$ cat src/rtl/reqrsp_rr_mux.sv
// reqrsp_rr_mux: round-robin multiplexer of NrPorts reqrsp requesters onto one downstream port.
//
// Request (q) path: a round-robin arbiter picks one valid requester. Its payload is forwarded
// combinationally to mst_req_o. The grant is held while the downstream stalls (q_valid=1,
// q_ready=0). Each downstream q handshake records the granted port index in an in-order ID FIFO
// of depth MaxOutstanding. While that FIFO is full, no new request is issued.
//
// Response (p) path: responses are returned in order to the port at the FIFO head. The FIFO is
// popped on each downstream p handshake.
//
// Optional feature, enabled by defining REQRSP_RR_MUX_RSP_SPILL_EN:
//   A one-entry spill register (payload + port index) sits on the p path. This adds one cycle of
//   response latency and still sustains one response per cycle. Without the macro the p path is
//   purely combinational.
//
// Ports:
//   clk_i      clock
//   rst_ni     asynchronous active-low reset
//   slv_req_i  requests from the requesters   (q_valid, q, p_ready)
//   slv_rsp_o  responses to the requesters    (q_ready, p_valid, p)
//   mst_req_o  shared downstream request      (q_valid, q, p_ready)
//   mst_rsp_i  shared downstream response     (q_ready, p_valid, p)
//
// req_t / rsp_t default to reqrsp structs sized by AddrWidth/DataWidth. Users normally override
// them with their own reqrsp types.
module reqrsp_rr_mux #(
  parameter int unsigned NrPorts        = 2,
  parameter int unsigned AddrWidth      = 32,
  parameter int unsigned DataWidth      = 32,
  parameter int unsigned MaxOutstanding = 4,
  parameter type req_t = struct packed {
    logic q_valid;
    struct packed {
      logic [AddrWidth-1:0]   addr;
      logic                   write;
      logic [DataWidth-1:0]   data;
      logic [DataWidth/8-1:0] strb;
    } q;
    logic p_ready;
  },
  parameter type rsp_t = struct packed {
    logic q_ready;
    logic p_valid;
    struct packed {
      logic [DataWidth-1:0] data;
      logic                 error;
    } p;
  }
) (
  input  logic clk_i,
  input  logic rst_ni,
  input  req_t slv_req_i [NrPorts],
  output rsp_t slv_rsp_o [NrPorts],
  output req_t mst_req_o,
  input  rsp_t mst_rsp_i
);

  localparam int unsigned IdxW = (NrPorts > 1) ? $clog2(NrPorts) : 1;
  localparam int unsigned PtrW = (MaxOutstanding > 1) ? $clog2(MaxOutstanding) : 1;
  localparam int unsigned CntW = $clog2(MaxOutstanding + 1);

  typedef logic [IdxW-1:0] idx_t;
  typedef logic [PtrW-1:0] ptr_t;
  typedef logic [CntW-1:0] cnt_t;

  localparam idx_t LastPort = idx_t'(NrPorts - 1);
  localparam ptr_t LastPtr  = ptr_t'(MaxOutstanding - 1);
  localparam cnt_t FullCnt  = cnt_t'(MaxOutstanding);

  // Arbitration state.
  idx_t prio_q, prio_d;
  logic lock_q, lock_d;
  idx_t lock_idx_q, lock_idx_d;

  // In-order ID FIFO.
  idx_t fifo_q [MaxOutstanding];
  ptr_t wptr_q, wptr_d;
  ptr_t rptr_q, rptr_d;
  cnt_t count_q, count_d;

  idx_t arb_idx;
  logic arb_valid;
  idx_t gnt_idx;
  logic gnt_valid;
  logic q_valid_out;
  logic fifo_full;
  logic fifo_empty;
  idx_t head_idx;
  logic push;
  logic pop;
  logic rsp_accept;

  assign fifo_full  = (count_q == FullCnt);
  assign fifo_empty = (count_q == '0);
  assign head_idx   = fifo_q[rptr_q];

  // Round-robin search: the first valid port at or after prio_q wins.
  always_comb begin
    int unsigned cand;
    idx_t        cand_idx;
    cand      = 0;
    cand_idx  = '0;
    arb_idx   = prio_q;
    arb_valid = 1'b0;
    for (int unsigned k = 0; k < NrPorts; k++) begin
      cand = k + 32'(prio_q);
      if (cand >= NrPorts) cand = cand - NrPorts;
      cand_idx = idx_t'(cand);
      if (!arb_valid && slv_req_i[cand_idx].q_valid) begin
        arb_valid = 1'b1;
        arb_idx   = cand_idx;
      end
    end
  end

  // A stalled request keeps its grant so the downstream payload cannot change under it.
  assign gnt_idx   = lock_q ? lock_idx_q : arb_idx;
  assign gnt_valid = lock_q ? slv_req_i[lock_idx_q].q_valid : arb_valid;

  // Reset gates the issue path directly, because the requester valids are inputs.
  assign q_valid_out = rst_ni && gnt_valid && !fifo_full;
  assign push        = q_valid_out && mst_rsp_i.q_ready;

`ifdef REQRSP_RR_MUX_RSP_SPILL_EN
  logic                            spill_valid_q, spill_valid_d;
  idx_t                            spill_idx_q, spill_idx_d;
  logic [$bits(mst_rsp_i.p)-1:0]   spill_p_q, spill_p_d;
  logic                            spill_drain;

  // The spill counts as not full when it is empty or is draining this cycle.
  // This keeps the response path at one response per cycle.
  assign spill_drain = spill_valid_q && slv_req_i[spill_idx_q].p_ready;
  assign rsp_accept  = !fifo_empty && (!spill_valid_q || spill_drain);
  assign pop         = rsp_accept && mst_rsp_i.p_valid;

  always_comb begin
    spill_valid_d = spill_valid_q;
    spill_idx_d   = spill_idx_q;
    spill_p_d     = spill_p_q;
    if (pop) begin
      spill_valid_d = 1'b1;
      spill_idx_d   = head_idx;
      spill_p_d     = mst_rsp_i.p;
    end else if (spill_drain) begin
      spill_valid_d = 1'b0;
    end
  end

  always_ff @(posedge clk_i or negedge rst_ni) begin
    if (!rst_ni) begin
      spill_valid_q <= 1'b0;
      spill_idx_q   <= '0;
      spill_p_q     <= '0;
    end else begin
      spill_valid_q <= spill_valid_d;
      spill_idx_q   <= spill_idx_d;
      spill_p_q     <= spill_p_d;
    end
  end
`else
  assign rsp_accept = !fifo_empty && slv_req_i[head_idx].p_ready;
  assign pop        = rsp_accept && mst_rsp_i.p_valid;
`endif

  // Output steering.
  always_comb begin
    mst_req_o         = '0;
    mst_req_o.q_valid = q_valid_out;
    mst_req_o.q       = slv_req_i[gnt_idx].q;
    mst_req_o.p_ready = rsp_accept;
    for (int unsigned i = 0; i < NrPorts; i++) begin
      slv_rsp_o[i]         = '0;
      slv_rsp_o[i].q_ready = q_valid_out && (gnt_idx == idx_t'(i)) && mst_rsp_i.q_ready;
`ifdef REQRSP_RR_MUX_RSP_SPILL_EN
      slv_rsp_o[i].p_valid = spill_valid_q && (spill_idx_q == idx_t'(i));
      slv_rsp_o[i].p       = spill_p_q;
`else
      slv_rsp_o[i].p_valid = !fifo_empty && (head_idx == idx_t'(i)) && mst_rsp_i.p_valid;
      slv_rsp_o[i].p       = mst_rsp_i.p;
`endif
    end
  end

  // Next state for the arbiter and the FIFO bookkeeping.
  always_comb begin
    prio_d     = prio_q;
    lock_d     = q_valid_out && !mst_rsp_i.q_ready;
    lock_idx_d = gnt_idx;
    wptr_d     = wptr_q;
    rptr_d     = rptr_q;
    count_d    = count_q;
    if (push) begin
      prio_d = (gnt_idx == LastPort) ? '0 : gnt_idx + idx_t'(1);
      wptr_d = (wptr_q == LastPtr) ? '0 : wptr_q + ptr_t'(1);
    end
    if (pop) begin
      rptr_d = (rptr_q == LastPtr) ? '0 : rptr_q + ptr_t'(1);
    end
    case ({push, pop})
      2'b10:   count_d = count_q + cnt_t'(1);
      2'b01:   count_d = count_q - cnt_t'(1);
      default: count_d = count_q;
    endcase
  end

  always_ff @(posedge clk_i or negedge rst_ni) begin
    if (!rst_ni) begin
      prio_q     <= '0;
      lock_q     <= 1'b0;
      lock_idx_q <= '0;
      wptr_q     <= '0;
      rptr_q     <= '0;
      count_q    <= '0;
    end else begin
      prio_q     <= prio_d;
      lock_q     <= lock_d;
      lock_idx_q <= lock_idx_d;
      wptr_q     <= wptr_d;
      rptr_q     <= rptr_d;
      count_q    <= count_d;
    end
  end

  always_ff @(posedge clk_i or negedge rst_ni) begin
    if (!rst_ni) begin
      fifo_q <= '{default: '0};
    end else if (push) begin
      fifo_q[wptr_q] <= gnt_idx;
    end
  end

`ifndef SYNTHESIS
  // Requesters must hold q_valid until their handshake.
  for (genvar g = 0; g < NrPorts; g++) begin : gen_q_stable_chk
    assert property (@(posedge clk_i) disable iff (!rst_ni)
      (slv_req_i[g].q_valid && !slv_rsp_o[g].q_ready) |=> slv_req_i[g].q_valid)
      else $error("reqrsp_rr_mux: port %0d dropped q_valid before handshake", g);
  end

  // A response with nothing outstanding is a downstream protocol error.
  assert property (@(posedge clk_i) disable iff (!rst_ni)
    mst_rsp_i.p_valid |-> !fifo_empty)
    else $error("reqrsp_rr_mux: response received with no outstanding request");
`endif

endmodule
$ cat config.mk
export PLATFORM = sky130hd
export DESIGN_NAME = reqrsp_rr_mux
export DESIGN_NICKNAME = d
export VERILOG_FILES = /design/src/rtl/reqrsp_rr_mux.sv
export SDC_FILE = /design/constraint.sdc
export NUM_CORES = 1
export LEC_CHECK = 0
export BUFFER_PORTS_ARGS = -buffer_cell sky130_fd_sc_hd__buf_2
export CAP_MARGIN = 5
export CELL_PAD_IN_SITES_DETAIL_PLACEMENT = 0
export CELL_PAD_IN_SITES_GLOBAL_PLACEMENT = 1
export CORE_ASPECT_RATIO = 0.5
export CORE_MARGIN = 8
export CORE_UTILIZATION = 18
export CTS_CLUSTER_DIAMETER = 40
export CTS_CLUSTER_SIZE = 10
export DETAILED_ROUTE_END_ITERATION = 8
export GPL_TIMING_DRIVEN = 0
export PLACE_DENSITY = 0.8
export SLEW_MARGIN = 20
export SYNTH_ARGS = -nofsm -noshare
export SYNTH_HDL_FRONTEND = slang
export SYNTH_SLANG_ARGS = --single-unit
$ cat constraint.sdc
create_clock -name clk_i -period 2.95 [get_ports clk_i]
set_input_delay 0.59 -clock clk_i [delete_from_list [all_inputs] [get_ports clk_i]]
set_output_delay 0.59 -clock clk_i [all_outputs]
set_load 0.02 [all_outputs]
==> results of run 1 <==
-- sequential cells by signal (all words and copies together) (netlist names) --
register	flops
count_q	3
fifo_q	4
lock_idx_q	1
lock_q	1
prio_q	1
rptr_q	2
wptr_q	2
-- cells in the mapped netlist, types with 2 or more instances --
master	n	area, µm²
buf_2	5	25.02
nor3b_2	2	25.02
nor2b_1	2	12.51
buf_4	71	533.0
nor2_1	7	26.28
xor2_1	2	17.52
dfrtp_1	14	350.3
nand2_1	4	15.01
mux2i_1	3	30.03
nor3_1	6	30.03
ha_1	6	75.07
inv_1	8	30.03
mux2_1	73	822.0
mux2_2	4	45.04
-- critical path, stage by stage --
cell and delay, ns:
buf_2 0.10, inv_1 0.05, a21oi_1 0.12, a22o_1 0.26, buf_4 0.24, buf_4 0.24
mux2_1 0.38, buf_2 0.18
-- final timing paths --
kind | to | slack (ns) | cells past startpoint
max | mst_req_o[21] | 0.19 | 8
min | prio_q$_DFFE_PN0P_ | 0.25 | 1
max reg2reg | count_q[2]$_DFFE_PN0P_ | 0.46 | 9
min reg2reg | count_q[2]$_DFFE_PN0P_ | 0.49 | 1
max in group asynchronous | fifo_q[2]$_DFFE_PN0P_ | 2.45 | 1
min in group clk_i | count_q[2]$_DFFE_PN0P_ | 0.49 | 1
-- power by group --
part / switching [mW] / internal, mW
Clock: 0.0809 / 0.206
Sequential: 0.0708 / 0.285
Combinational: 0.998 / 0.753
-- cell type report --
cell class | count | share of cell area
Timing Repair Buffer | 286 | 0.3694
Multi-Input combinational cell | 120 | 0.3122
Buffer | 76 | 0.1440
Sequential cell | 14 | 0.09041
Tap cell | 165 | 0.05328
Clock buffer | 4 | 0.02293
Inverter | 8 | 0.007749
-- logic make-up after synthesis --
logic type	Yosys count	share of synthesized area
compound gates	5	0.01802
mux	81	0.4273
flops	14	0.1628
buf+inv	85	0.2750
xor+xnor	3	0.01221
fa+ha+maj	7	0.04419
simple gates	24	0.06047
-- routing by layer --
metal / up-vias / wire [µm] / global-route usage
li1: 1252 / - / -
met1: 1168 / 4833 / 0.1716
met2: 43 / 6307 / 0.2530
met3: 6 / 424 / 0.008407
met4: 0 / 68 / 0.02175
met5: - / 0 / 0
-- per-stage QoR --
stage	utilization	hold WS, ns
finish	0.3302	0.2464
global route	0.3302	0.2758
CTS	0.3305	0.2573
detailed placement	0.3229	0.4827
global placement	0.3229	0.4802
floorplan	-	0.2944
-- what timing repair did --
item	CTS	global route
endpoints found under the hold margin	0	0
gates resized for setup	0	0
endpoints found under the setup margin	0	22
hold buffers	0	0
==> results.ini, run 1 <==
[status]
run_status = complete, no violations

[routing]
avgViaCountPerCell = 3.669
drt-pass1-iter-count = 4
drc = 0
wirelength_mm = 11.63
first_iter_violations = 58
vias = 2469
wl_per_cell_um = 17.29
ant_nets = 0

[synthesis]
synth-seq-area-share = 0.1628
syn_nets = 405
netlist_instances = 219
netlist_area_mm2 = 0.002152
synthArstFlopShare = 1.000
avgSynthCellArea_um2 = 9.827
synthFlopType = dfrtp_1
synthDistinctLibCells = 26
ys_ff_latch = 14
yosys_warnings = 0
synth_edf_count = 0

[clocking]
cts.htree.levels = 1
clock_latency_ns = 0.24
tritoncts = yes
clkSinkCount = 14
cts_buffers = 3
root_buffer = clkbuf_16
post-cts-setup-buffers = 0
cts.clk_slew.worst_paths_ns = 0.05
cts.path.max_buffers = 2

[job]
max_cap_violations = 0

[timing]
slew_headroom = 0.6479
fin_crit_ns = 2.756
finalSetupTns_ns = 0
fmax_ghz = 0.3629
final-hold-violation-count = 0
skew_ns = 0.002170
worst_pin_slew_ns = 0.5258
worst_slack_ns = 0.1945
slew_viol_final = 0
period_share = 0.9341
grt_setup_unrepaired = false
finalSetupViolCount = 0

[worst_setup_path]
end_kind = output port
critPathLaunchType = primary input
crit_type = in2out
arrival_ns = 2.17
critical_path_peak_fanout = 10
r2r_start = rptr_q[0]$_DFFE_PN0P_
required_ns = 2.36
crit_start = slv_req_i[70]

[grt]
overflow = 0
grt_antenna_before_repair = 0
grt_pass1_wl_mm = 16.77
track_usage = 0.1353
grt_max_degree = 16
grt_pass1_vias = 2624

[place]
dpl_cell_area_mm2 = 0.003790
place.gp.congestion = 0.8435
pre_cts_ws_ns = 0.01847
dp_cells = 670
dp_hpwl_mm = 10.77
place.port_buffers = 286

[layout]
seq_area_um2 = 350.3
fin_nets = 695
fin_cells = 673
layout_common_cells = 291 x buf_2, 73 x mux2_1, 71 x buf_4
mostFrequentLayoutCell = buf_2
fillers = 1253
num_antenna_cells = 0
drive_gt1_frac = 0.7362
multi_input_area_mm2 = 0.001210
stdcell_area_mm2 = 0.003875
syn_to_final_growth_pct = 80.06

[power]
p_leak_nw = 2.196
totalPowerFinal_mw = 2.395
powerDensity_mw_per_mm2 = 618.0
ir_drop_uv = 246.0

[floorplanning]
die-area_mm2 = 0.01592
dieWidth_um = 170.6
io_pins = 320
die_y_um = 93.32
initial_utilization = 0.1834
coreArea_mm2 = 0.01174
rows = 28

[hold_path]
hold_path.class = in2async

Power figures use the tool's default switching activity.
==> inputs of run 2 (changes only) <==
RECOVER_POWER = 100   (was default)
==> results.ini, run 2 (synthesis results as in run 1) <==
[layout]
mostFrequentLayoutCell = buf_2
fillers = 1320
top_register = fifo_q
fin_cells = 673
largestRegisters = fifo_q (4), count_q (3)
multi_input_area_mm2 = 0.001205
largest_reg_flops = 4
syn_to_final_growth_pct = 73.02
fin_nets = 695
layout_common_cells = 154 x buf_2, 117 x clkbuf_1, 73 x mux2_1
drive_gt1_frac = 0.5039
seq_area_um2 = 350.3
num_antenna_cells = 0

[power]
switchingPower_mw = 1.163
p_leak_nw = 1.871
intPower_mw = 1.176
pwr-share-seq = 0.152
ir_drop_uv = 245.5
pwr-share-clk = 0.122
powerDensity_mw_per_mm2 = 628.2
switching_share = 0.4973
pwr-share-comb = 0.725
totalPowerFinal_mw = 2.339

[worst_setup_path]
end_kind = output port
arrival_ns = 2.20
crit_type = in2out
critical_path_peak_fanout = 10
r2r_slack_ns = 0.45
required_ns = 2.36
r2r_cells = 9
critPathLaunchType = primary input

[grt]
overflow = 0
grt_pass1_vias = 2624
grt_pass1_wl_mm = 16.77
track_usage = 0.1353
grt_max_degree = 16
grt_antenna_before_repair = 0

[floorplanning]
rows = 28
die-area_mm2 = 0.01592
io_pins = 320
dieWidth_um = 170.6
die_y_um = 93.32
coreArea_mm2 = 0.01174
initial_utilization = 0.1834

[job]
max_cap_violations = 0

[timing]
period_share = 0.9446
slew_headroom = 0.6256
skew_ns = 0.002117
finalSetupTns_ns = 0
worst_pin_slew_ns = 0.5592
fin_crit_ns = 2.786
finalSetupViolCount = 0
grt_setup_unrepaired = false
slew_viol_final = 0
fmax_ghz = 0.3589
hold_slack_ns = 0.2453
final-hold-violation-count = 0

[routing]
avgViaCountPerCell = 3.669
ant_nets = 0
drt-pass1-iter-count = 4
wirelength_mm = 11.70
first_iter_violations = 48
drc = 0
wl_per_cell_um = 17.38
vias = 2469

[place]
dp_cells = 670
dp_hpwl_mm = 10.77
place.port_buffers = 286
place.gp.congestion = 0.8435

[clocking]
cts.htree.levels = 1
post-cts-setup-buffers = 0
clock_latency_ns = 0.24
holdBufCountCts = 0
cts.path.max_buffers = 2
tritoncts = yes
clkSinkCount = 14
root_buffer = clkbuf_16
post_cts_resized = 0
cts.clk_slew.worst_paths_ns = 0.05
cts_buffers = 3

[hold_path]
hold_path.class = in2async

[status]
run_status = complete, no violations

## run 2: cell count changes in the layout (fill, tap and decap cells not counted)
cell,delta
and2_1,-1
o211ai_1,+1
clkbuf_2,+20
o211ai_2,-1
clkbuf_1,+117
buf_2,-137
and2_0,+1
## run 2: worst paths after layout
| path | from | endpoint |
|---|---|---|
| worst max-delay path | slv_req_i[141] | mst_req_o[21] |
| worst min-delay path | rst_ni | prio_q$_DFFE_PN0P_ |
| worst max register to register | rptr_q[0]$_DFFE_PN0P_ | count_q[2]$_DFFE_PN0P_ |
| worst min register to register | count_q[2]$_DFFE_PN0P_ | count_q[2]$_DFFE_PN0P_ |
| max in group asynchronous | rst_ni | count_q[2]$_DFFE_PN0P_ |
| min in group clk_i | count_q[2]$_DFFE_PN0P_ | count_q[2]$_DFFE_PN0P_ |
## run 2: power groups by stage
stage          Combinational (mW)  Sequential, mW  Clock [mW]
6_report                     1.70           0.356       0.286
5_1_grt                      1.83           0.369       0.300
4_1_cts                      1.78           0.358       0.292
3_5_place_dp                 1.78           0.361           0
3_3_place_gp                 1.77           0.354           0
2_1_floorplan                1.20           0.341           0
## run 2: final cells by class
type / count / area share
Multi-Input combinational cell: 120 / 0.3236
Clock buffer: 4 / 0.02386
Timing Repair Buffer: 286 / 0.3451
Sequential cell: 14 / 0.09409
Tap cell: 165 / 0.05544
Inverter: 8 / 0.008065
Buffer: 76 / 0.1499
## run 2: layer usage
layer  track usage  wire, µm
met1        0.1716      5030
met2        0.2530      6322
met3      0.008407       278
met4       0.02175        68
met5             0         0
## run 2: worst max-delay path, stage by stage
cell,delay (ns)
buf_2,0.12
a21oi_1,0.14
a22o_1,0.28
buf_4,0.24
buf_4,0.24
mux2_1,0.39
buf_2,0.18
## run 2: metrics by stage
step	area, µm²	utilization	worst slack (ns)
after floorplan	2152	-	0.5916
after global placement	3790	0.3229	0.03736
after detailed placement	3790	0.3229	0.01847
after CTS	3879	0.3305	0.01165
after global routing	3724	0.3173	0.01589
final	3724	0.3173	0.1635
